$ cat src/rtl/clk_mon_pkg.sv
// Shared types for the toggle period monitor: FSM states and the captured
// half-period record.
package clk_mon_pkg;

   // Widest counter the measurement record can carry; CNT_W must not exceed it.
   localparam int MON_CNT_MAX_W = 32;

   typedef enum logic [1:0] {
      IDLE  = 2'd0,
      MEAS  = 2'd1,
      STALL = 2'd2
   } mon_state_e;

   typedef struct packed {
      logic                     level;
      logic [MON_CNT_MAX_W-1:0] cnt;
   } mon_meas_t;

endpackage

$ cat src/rtl/toggle_period_monitor_sync_edge_det.sv
// Two-flop synchronizer for an asynchronous input plus a third flop that
// provides the pre-edge level and a one-cycle edge pulse.
module sync_edge_det (
   input  logic clock_i,
   input  logic rst_ni,
   input  logic sig_i,
   output logic toggle_o,
   output logic level_o
);

   logic s1_q, s2_q, s3_q;

   always_ff @(posedge clock_i) begin
      if (!rst_ni) begin
         s1_q <= 1'b0;
         s2_q <= 1'b0;
         s3_q <= 1'b0;
      end else begin
         s1_q <= sig_i;
         s2_q <= s1_q;
         s3_q <= s2_q;
      end
   end

   assign toggle_o = s2_q ^ s3_q;
   assign level_o  = s3_q;

endmodule

$ cat src/rtl/toggle_period_monitor.sv
// Measures each half-period of an asynchronous toggling input in system clocks
// and streams the result, with sticky range/overflow flags and stall detection.
module toggle_period_monitor
   import clk_mon_pkg::*;
#(
   parameter int CNT_W   = 16,
   parameter int MIN_HP  = 2,
   parameter int MAX_HP  = 1000,
   parameter int TIMEOUT = 4096
) (
   input  logic             clock,
   input  logic             rst_n,
   input  logic             sig_in,
   input  logic             clear,
   output logic [CNT_W-1:0] m_tdata,
   output logic             m_tuser,
   output logic             m_tvalid,
   input  logic             m_tready,
   output logic             err_range,
   output logic             overflow,
   output logic             stalled,
   output logic             locked
);

   mon_state_e       state_q, state_d;
   logic [CNT_W-1:0] cnt_q, cnt_d;
   logic [CNT_W-1:0] data_q, data_d;
   logic             user_q, user_d;
   logic             vld_q, vld_d;
   logic             err_q, err_d;
   logic             ovf_q, ovf_d;
   logic             stall_q, stall_d;
   logic             lock_q, lock_d;

   logic             sync_tgl, sync_lvl;
   logic             capture, stall_evt, stall_end;
   logic             drain, ovf_evt, range_bad;
   mon_meas_t        cap;

   function automatic logic [CNT_W-1:0] sat_inc(input logic [CNT_W-1:0] v);
      return (v == {CNT_W{1'b1}}) ? v : v + CNT_W'(1);
   endfunction

   function automatic logic in_range(input logic [MON_CNT_MAX_W-1:0] v);
      return (v >= MON_CNT_MAX_W'(MIN_HP)) && (v <= MON_CNT_MAX_W'(MAX_HP));
   endfunction

   sync_edge_det u_sync (
      .clock_i  (clock),
      .rst_ni   (rst_n),
      .sig_i    (sig_in),
      .toggle_o (sync_tgl),
      .level_o  (sync_lvl)
   );

   always_ff @(posedge clock) begin
      if (!rst_n) begin
         state_q <= IDLE;
         cnt_q   <= '0;
         data_q  <= '0;
         user_q  <= 1'b0;
         vld_q   <= 1'b0;
         err_q   <= 1'b0;
         ovf_q   <= 1'b0;
         stall_q <= 1'b0;
         lock_q  <= 1'b0;
      end else begin
         state_q <= state_d;
         cnt_q   <= cnt_d;
         data_q  <= data_d;
         user_q  <= user_d;
         vld_q   <= vld_d;
         err_q   <= err_d;
         ovf_q   <= ovf_d;
         stall_q <= stall_d;
         lock_q  <= lock_d;
      end
   end

   // Counter restarts at 1 on every edge so a capture equals the cycles between edges.
   always_comb begin
      state_d   = state_q;
      cnt_d     = cnt_q;
      capture   = 1'b0;
      stall_evt = 1'b0;
      stall_end = 1'b0;
      case (state_q)
         IDLE: begin
            if (sync_tgl) begin
               state_d = MEAS;
               cnt_d   = CNT_W'(1);
            end
         end
         MEAS: begin
            if (sync_tgl) begin
               capture = 1'b1;
               cnt_d   = CNT_W'(1);
            end else if (cnt_q == CNT_W'(TIMEOUT)) begin
               state_d   = STALL;
               stall_evt = 1'b1;
            end else begin
               cnt_d = sat_inc(cnt_q);
            end
         end
         STALL: begin
            if (sync_tgl) begin
               state_d   = MEAS;
               cnt_d     = CNT_W'(1);
               stall_end = 1'b1;
            end
         end
         default: state_d = IDLE;
      endcase
   end

   // A capture may refill the slot in the same cycle it drains; otherwise a full slot drops it.
   always_comb begin
      cap     = '{level: sync_lvl, cnt: MON_CNT_MAX_W'(cnt_q)};
      drain   = vld_q && m_tready;
      data_d  = data_q;
      user_d  = user_q;
      vld_d   = vld_q;
      ovf_evt = 1'b0;
      if (capture) begin
         if (!vld_q || drain) begin
            data_d = cnt_q;
            user_d = cap.level;
            vld_d  = 1'b1;
         end else begin
            ovf_evt = 1'b1;
         end
      end else if (drain) begin
         vld_d = 1'b0;
      end

      range_bad = capture && !in_range(cap.cnt);
      err_d     = range_bad | (err_q & ~clear);
      ovf_d     = ovf_evt | (ovf_q & ~clear);

      stall_d = stall_q;
      if (clear || stall_end) stall_d = 1'b0;
      if (stall_evt)          stall_d = 1'b1;

      lock_d = lock_q;
      if (capture)                        lock_d = !range_bad;
      if (state_q != MEAS || stall_evt)   lock_d = 1'b0;
   end

   assign m_tdata   = data_q;
   assign m_tuser   = user_q;
   assign m_tvalid  = vld_q;
   assign err_range = err_q;
   assign overflow  = ovf_q;
   assign stalled   = stall_q;
   assign locked    = lock_q;

endmodule
$ cat config.mk
export PLATFORM = sky130hd
export DESIGN_NAME = toggle_period_monitor
export DESIGN_NICKNAME = d
export VERILOG_FILES = /design/src/rtl/clk_mon_pkg.sv /design/src/rtl/toggle_period_monitor_sync_edge_det.sv /design/src/rtl/toggle_period_monitor.sv
export SDC_FILE = /design/constraint.sdc
export NUM_CORES = 1
export LEC_CHECK = 0
export ABC_AREA = 1
export BUFFER_PORTS_ARGS = -buffer_cell sky130_fd_sc_hd__buf_4
export CAP_MARGIN = 20
export CORE_UTILIZATION = 49
export CTS_CLUSTER_DIAMETER = 60
export CTS_CLUSTER_SIZE = 25
export DETAILED_ROUTE_END_ITERATION = 10
export GPL_TIMING_DRIVEN = 0
export PLACE_DENSITY = 0.78
export SYNTH_ARGS = -nofsm -noshare
export SYNTH_HDL_FRONTEND = slang
export SYNTH_SLANG_ARGS = --single-unit
$ cat constraint.sdc
create_clock -name clock -period 2.4 [get_ports clock]
set_clock_uncertainty 0.15 [all_clocks]
set_input_delay 0.36 -clock clock [delete_from_list [all_inputs] [get_ports clock]]
set_output_delay 0.36 -clock clock [all_outputs]
set_load 0.02 [all_outputs]
# Word level (Yosys, flattened, before mapping)
# Cells that the tools add are included.
[op_classes]
add_sub_neg = 1
multipliers = 0
n_div = 0
n_lt_le_gt_ge = 2
eq_ne = 11
shift = 0
mux = 22
bitwise_logic = 7
reduce_logical = 19
[ops]
columns = ["cell", "count"]
rows = [
  ["$mux 16", 4],
  ["$pmux 16 s2", 1],
  ["$add 16x1->16 const B", 1],
  ["$eq 16x13->1 const B", 1],
  ["$eq 16x16->1 const B", 1],
  ["$ge 16x2->1 const B", 1],
  ["$le 16x10->1 const B", 1],
  ["$mux 1", 13],
  ["$mux 2", 3],
  ["$ne 2x1->1 const B", 3],
  ["$ne 3x3->1 const B", 2],
  ["$reduce_bool 2->1", 3],
  ["$ne 2x2->1 const B", 2],
  ["$pmux 2 s2", 1],
  ["$reduce_and 2->1", 2],
  ["$reduce_and 4->1", 1],
  ["$reduce_or 2->1", 2],
  ["$logic_and 1x1->1", 3],
  ["$logic_not 1->1", 3],
  ["$logic_or 1x1->1", 3],
  ["$reduce_and 3->1", 1],
  ["$and 1x1->1", 2],
  ["$eq 2x1->1 const B", 1],
  ["$eq 2x2->1 const B", 1],
  ["other kinds (4)", 6],
]
[word_totals]
reg_bits = 43
latch_bits = 0
mem_bits_rw = 0
romBits = 0
inputBits = 5
out_inout_bits = 22
mem_count = 0

# Longest topological paths before layout
[logic_depth]
word_depth = 6
ltp_mapped = 12
mapped_depth_nobuf = 11

# By module
# Synthesis repeated with hierarchy kept, for this count alone.
[hier_totals]
cells_unflattened = 338
area_unflattened_um2 = 2249.7
[by_module_without_submodules]
columns = ["mod", "n_inst", "cells_each", "area_per_inst_um2"]
rows = [
  ["toggle_period_monitor", 1, 324, 2148.3],
  ["sync_edge_det", 1, 14, 101.3],
]

# Worst setup path before layout
# No wires, ideal clock.
[synth_timing]
kind = "register to register"
startpoint = "register cnt_q[1]"
endpoint = "register cnt_q[0]"
setup_ns = 0.113
arrival_time_ns = 1.547
t_required_ns = 2.137
setup_slack_ns = 0.589
path_stages_with_launch = 12
path_buffers = 1
path_cell_list = "dfxtp_1 > ha_1 > nand2_1 > nor2_1 > nand2_1 > nor2_1 > nand2_2 > nand2_2 > nor2_4 > buf_6 > o21ai_1 > nor2_1"
[synth_via]
elab_chain_cells = 3
elab_cells_between_ends = 5
classes_between = "eq/ne (4); reduce/logical (1)"
[synth_rtl]
columns = ["element", "line_no", "text"]
rows = [
  ["start, declared", "toggle_period_monitor.sv:26", "logic [CNT_W-1:0] cnt_q, cnt_d;"],
  ["start signal, assigned", "toggle_period_monitor.sv:69", "cnt_q <= cnt_d;"],
  ["$eq 16x16->1 / $eq 16x13->1 (equally long branches)", "toggle_period_monitor.sv:41, toggle_period_monitor.sv:98", ""],
  ["$ne 3x3->1 (no line)", "-", ""],
  ["$reduce_and 4->1 (no line) (*)", "-", ""],
]
# Every way passes the cells marked *; elsewhere a longest branch is shown, timed or not.
# A chain may end at the register's enable or synchronous reset.

# Final worst setup path
[layout_timing]
startpoint = "register cnt_q[0]"
endpoint = "register cnt_q[8]"
[layout_via]
elab_chain_cells = 5
elab_cells_between_ends = 10
classes_between = "add/sub (1); eq/ne (4); mux (4); reduce/logical (1)"
[layout_rtl]
columns = ["element", "line_no", "text"]
rows = [
  ["$add 16x1->16", "toggle_period_monitor.sv:41", "return (v == {CNT_W{1'b1}}) ? v : v + CNT_W'(1);"],
  ["$mux 16", "toggle_period_monitor.sv:41", ""],
  ["$mux 16", "toggle_period_monitor.sv:98", "end else if (cnt_q == CNT_W'(TIMEOUT)) begin"],
  ["$mux 16", "toggle_period_monitor.sv:95", "if (sync_tgl) begin"],
  ["$pmux 16 s2", "toggle_period_monitor.sv:87", "case (state_q)"],
]
# Parallel ways exist; a longest one is shown, timed or not. The select of a mux whose other input is x is not followed.

==> impl_metrics.yaml <==
setup_path:
  crit_path_top_delay_cell: "dfxtp_1"
  crit_path_max_fanout: 10
  critical_path_s_largest_stage_delay_ns: 0.40
  cpMostUsedCell: "nand2_1"
  worstPathRequired_ns: 2.48
  crit_chain: "ha_2 > nand2_1 > nor2_1 > nand2_1 > nor2_2 > nand2_2 > nand2_2 > nor2_4 > buf_6 > nand2_1 > nand2_1 > a21oi_1"
  path_class: "register to register"
  endpoint_kind: "register"
  worst_ep_arrival_time_ns: 2.14
  cp-start-kind: "register"
detailed_routing:
  wire_per_inst_um: 13.1
  top_layer: "met4"
  antenna_violating_nets_post_route: 0
  routed-wl-met3_um: 260
  post_drt_via_cell_ratio: 5.22
  postRouteWirelength_um: 5090
  vias: 2035
  drt-pass1-iter-count: 5
  met1_length_um: 2420
  post-route-drc-count: 0
  detail_route.iter0.violations: 172
  route.met2.wl_um: 2330
clocking:
  htree_levels: 2
  clock-sinks: 43
  ctsRootBufferMaster: "clkbuf_8"
  tritoncts: "built"
  cts_setup_buffers: 0
  clock_latency_ns: 0.30
  number_of_buffers_added_to_fix_hold_violations_after_cts: 0
  cts-root-to-sink-buffers: 2
  ctsResizeCount: 0
  cts.clk_slew.worst_paths_ns: 0.08
  cts-buffers-inserted: 5
placement:
  postPlaceCellArea_mm2: 0.00235
  hpwl_um: 3850
  gp_routability_congestion: 0.950
  pre_cts_ws_ns: 0.190
  io_buffer_count: 25
timing:
  count_of_final_max_slew_check_failures: 0
  post_layout_min_period_ns: 2.06
  tightestPinTransition_ns: 0.497
  final-hold-violation-count: 0
  maxSlewHeadroom: 0.668
  timing.final.setup_violations: 0
  final_min_period_over_clock_period: 0.860
  totalNegativeSetupSlack_ns: 0
  rsz0062_at_grt: "no"
  fmax_ghz: 0.484
  timing.final.ws_setup_ns: 0.336
yosys:
  synthesis.nets: 317
  yosysSeqAreaShare: 0.410
  synth_seq_cells: 43
  post_synth_and_or_nand_nor_area_fraction: 0.312
  synth_top_family_by_area: "simple AND/OR/NAND/NOR gates"
  yosys.area_share.adder: 0.0179
  ys.warnings.count: 0
  compound_cell_area_share_of_the_yosys_netlist: 0.147
  top_area_cell_type_share_of_the_netlist_area: 0.410
  multiplexer_fraction_of_the_synthesized_cell_area: 0
  synthXorXnorAreaFrac: 0.0280
  synth_enable_flop_cells: 0
  dominantRegCellSynth: "dfxtp_1"
  yosysUniqueCellTypes: 28
  synthDominantAreaCellType: "dfxtp_1"
  synth_area_mm2: 0.00210
  ys_async_sr_fraction: 0
  synth.top_cells.by_area: "dfxtp_1 (41%), nand2_1 (12%), nor2_1 (8.6%)"
  synthesized_instance_count: 309
  synthesis.area_per_instance_um2: 6.79
global_route:
  first_global_vias: 1765
  grt_first_pass_wirelength_um: 8460
  pin_count_of_the_biggest_net_entering_global_routing: 13
  global_route_total_overflow: 0
  grt_usage: 0.251
  grt_antenna_before_repair: 0
power_and_ir_drop:
  cellInternalPower_mw: 0.964
  power_mw: 1.30
  p_leak_nw: 1.03
  ir_drop_v: 0.000360
  power_per_cell_area_mw_per_mm2: 533
  share_seq_of_total_power: 0.566
  power.share.combinational: 0.101
  clkPwrFrac: 0.332
  net-switching-power_mw: 0.335
  switching_share: 0.258
final_layout:
  area_growth_syn_to_layout_pct: 16.1
  layout.cells.most_common: "nand2_1"
  num_antenna_cells: 0
  drive_gt1_frac: 0.144
  finish.net_count: 349
  most-common-layout-cells: "nand2_1 (68), nor2_1 (47), dfxtp_1 (42)"
  finalInstanceArea_mm2: 0.00244
worst_hold_path:
  hold_path_class: "input port to register"
floorplan:
  io_pins: 27
  dieArea_mm2: 0.00455
  fp.coreArea_mm2: 0.00406
  height_of_the_die_um: 67.4
  starting_utilization_of_the_core_area: 0.517
  std_cell_rows: 23
  die_x_um: 67.4
status:
  outcome: "completed"
job:
  max_cap_viol_count: 0
[power by group through the flow]
stage / registers (mW) / logic, mW / clock network (mW)
finish: 0.736 / 0.132 / 0.432
global route: 0.738 / 0.146 / 0.466
CTS: 0.736 / 0.130 / 0.441
detailed placement: 0.753 / 0.130 / 0
global placement: 0.752 / 0.127 / 0
floorplan: 0.760 / 0.0807 / 0
[cell type report]
class	count	area (um2)
sequential	43	862
timing repair buffer	25	188
inverter	31	116
clock buffer	5	68.8
clock inverter	1	7.51
tap	50	62.6
multi-input combinational	224	1070
buffer	11	61.3
fill	388	1620
[synth_stat cells (2+ instances only)]
cell and n:
nand2_2 2, a21oi_1 33, ha_1 3, buf_2 4, nand4_1 4, inv_1 30, nand3_1 27, nor3_1 2
nor2_1 48, o21ai_1 2, dfxtp_1 43, buf_6 2, xor2_1 3, nand2_1 68, o21ai_0 22, clkbuf_1 4
[through the flow]
stage          utilization  instances  hold slack [ns]
2_1_floorplan            -        309            0.240
3_3_place_gp         0.579        384            0.247
3_5_place_dp         0.579        384            0.257
4_1_cts              0.598        390           0.0937
5_1_grt              0.600        390           0.0949
6_report             0.600        390           0.0988
[worst max-delay path: cells and delay by family, from the launching register on]
| kind | cells | cell delay [ns] |
|---|---|---|
| adder cells (fa/ha/maj) | 1 | 0.24 |
| AO/OA/AOI/OAI | 1 | 0.13 |
| AND/OR/NAND/NOR | 9 | 0.93 |
| flip-flops | 1 | 0.40 |
| buffers and inverters | 1 | 0.14 |
[layer usage]
layer / up-vias / GRT usage
met5: - / 0
met4: 0 / 0.0851
met3: 9 / 0.0524
met2: 51 / 0.375
met1: 915 / 0.356
li1: 1060 / -
[path summary, 6_finish.rpt]
| kind | to | depth (start not counted) | startpoint | slack [ns] |
|---|---|---|---|---|
| max | cnt_q[8]$_SDFFE_PN0P_ | 12 | cnt_q[0]$_SDFFE_PN0P_ | 0.34 |
| min | u_sync.s1_q$_SDFF_PN0_ | 3 | sig_in | 0.1 |
| max reg2reg | cnt_q[8]$_SDFFE_PN0P_ | 12 | cnt_q[0]$_SDFFE_PN0P_ | 0.34 |
| min reg2reg | u_sync.s2_q$_SDFF_PN0_ | 2 | u_sync.s1_q$_SDFF_PN0_ | 0.27 |
[kinds of logic after synthesis]
family / count (synthesis)
simple gates: 156
compound gates: 60
fa+ha+maj: 3
xor+xnor: 5
buf+inv: 42
flops: 43
Note: power is estimated with default switching activity, not from simulation.
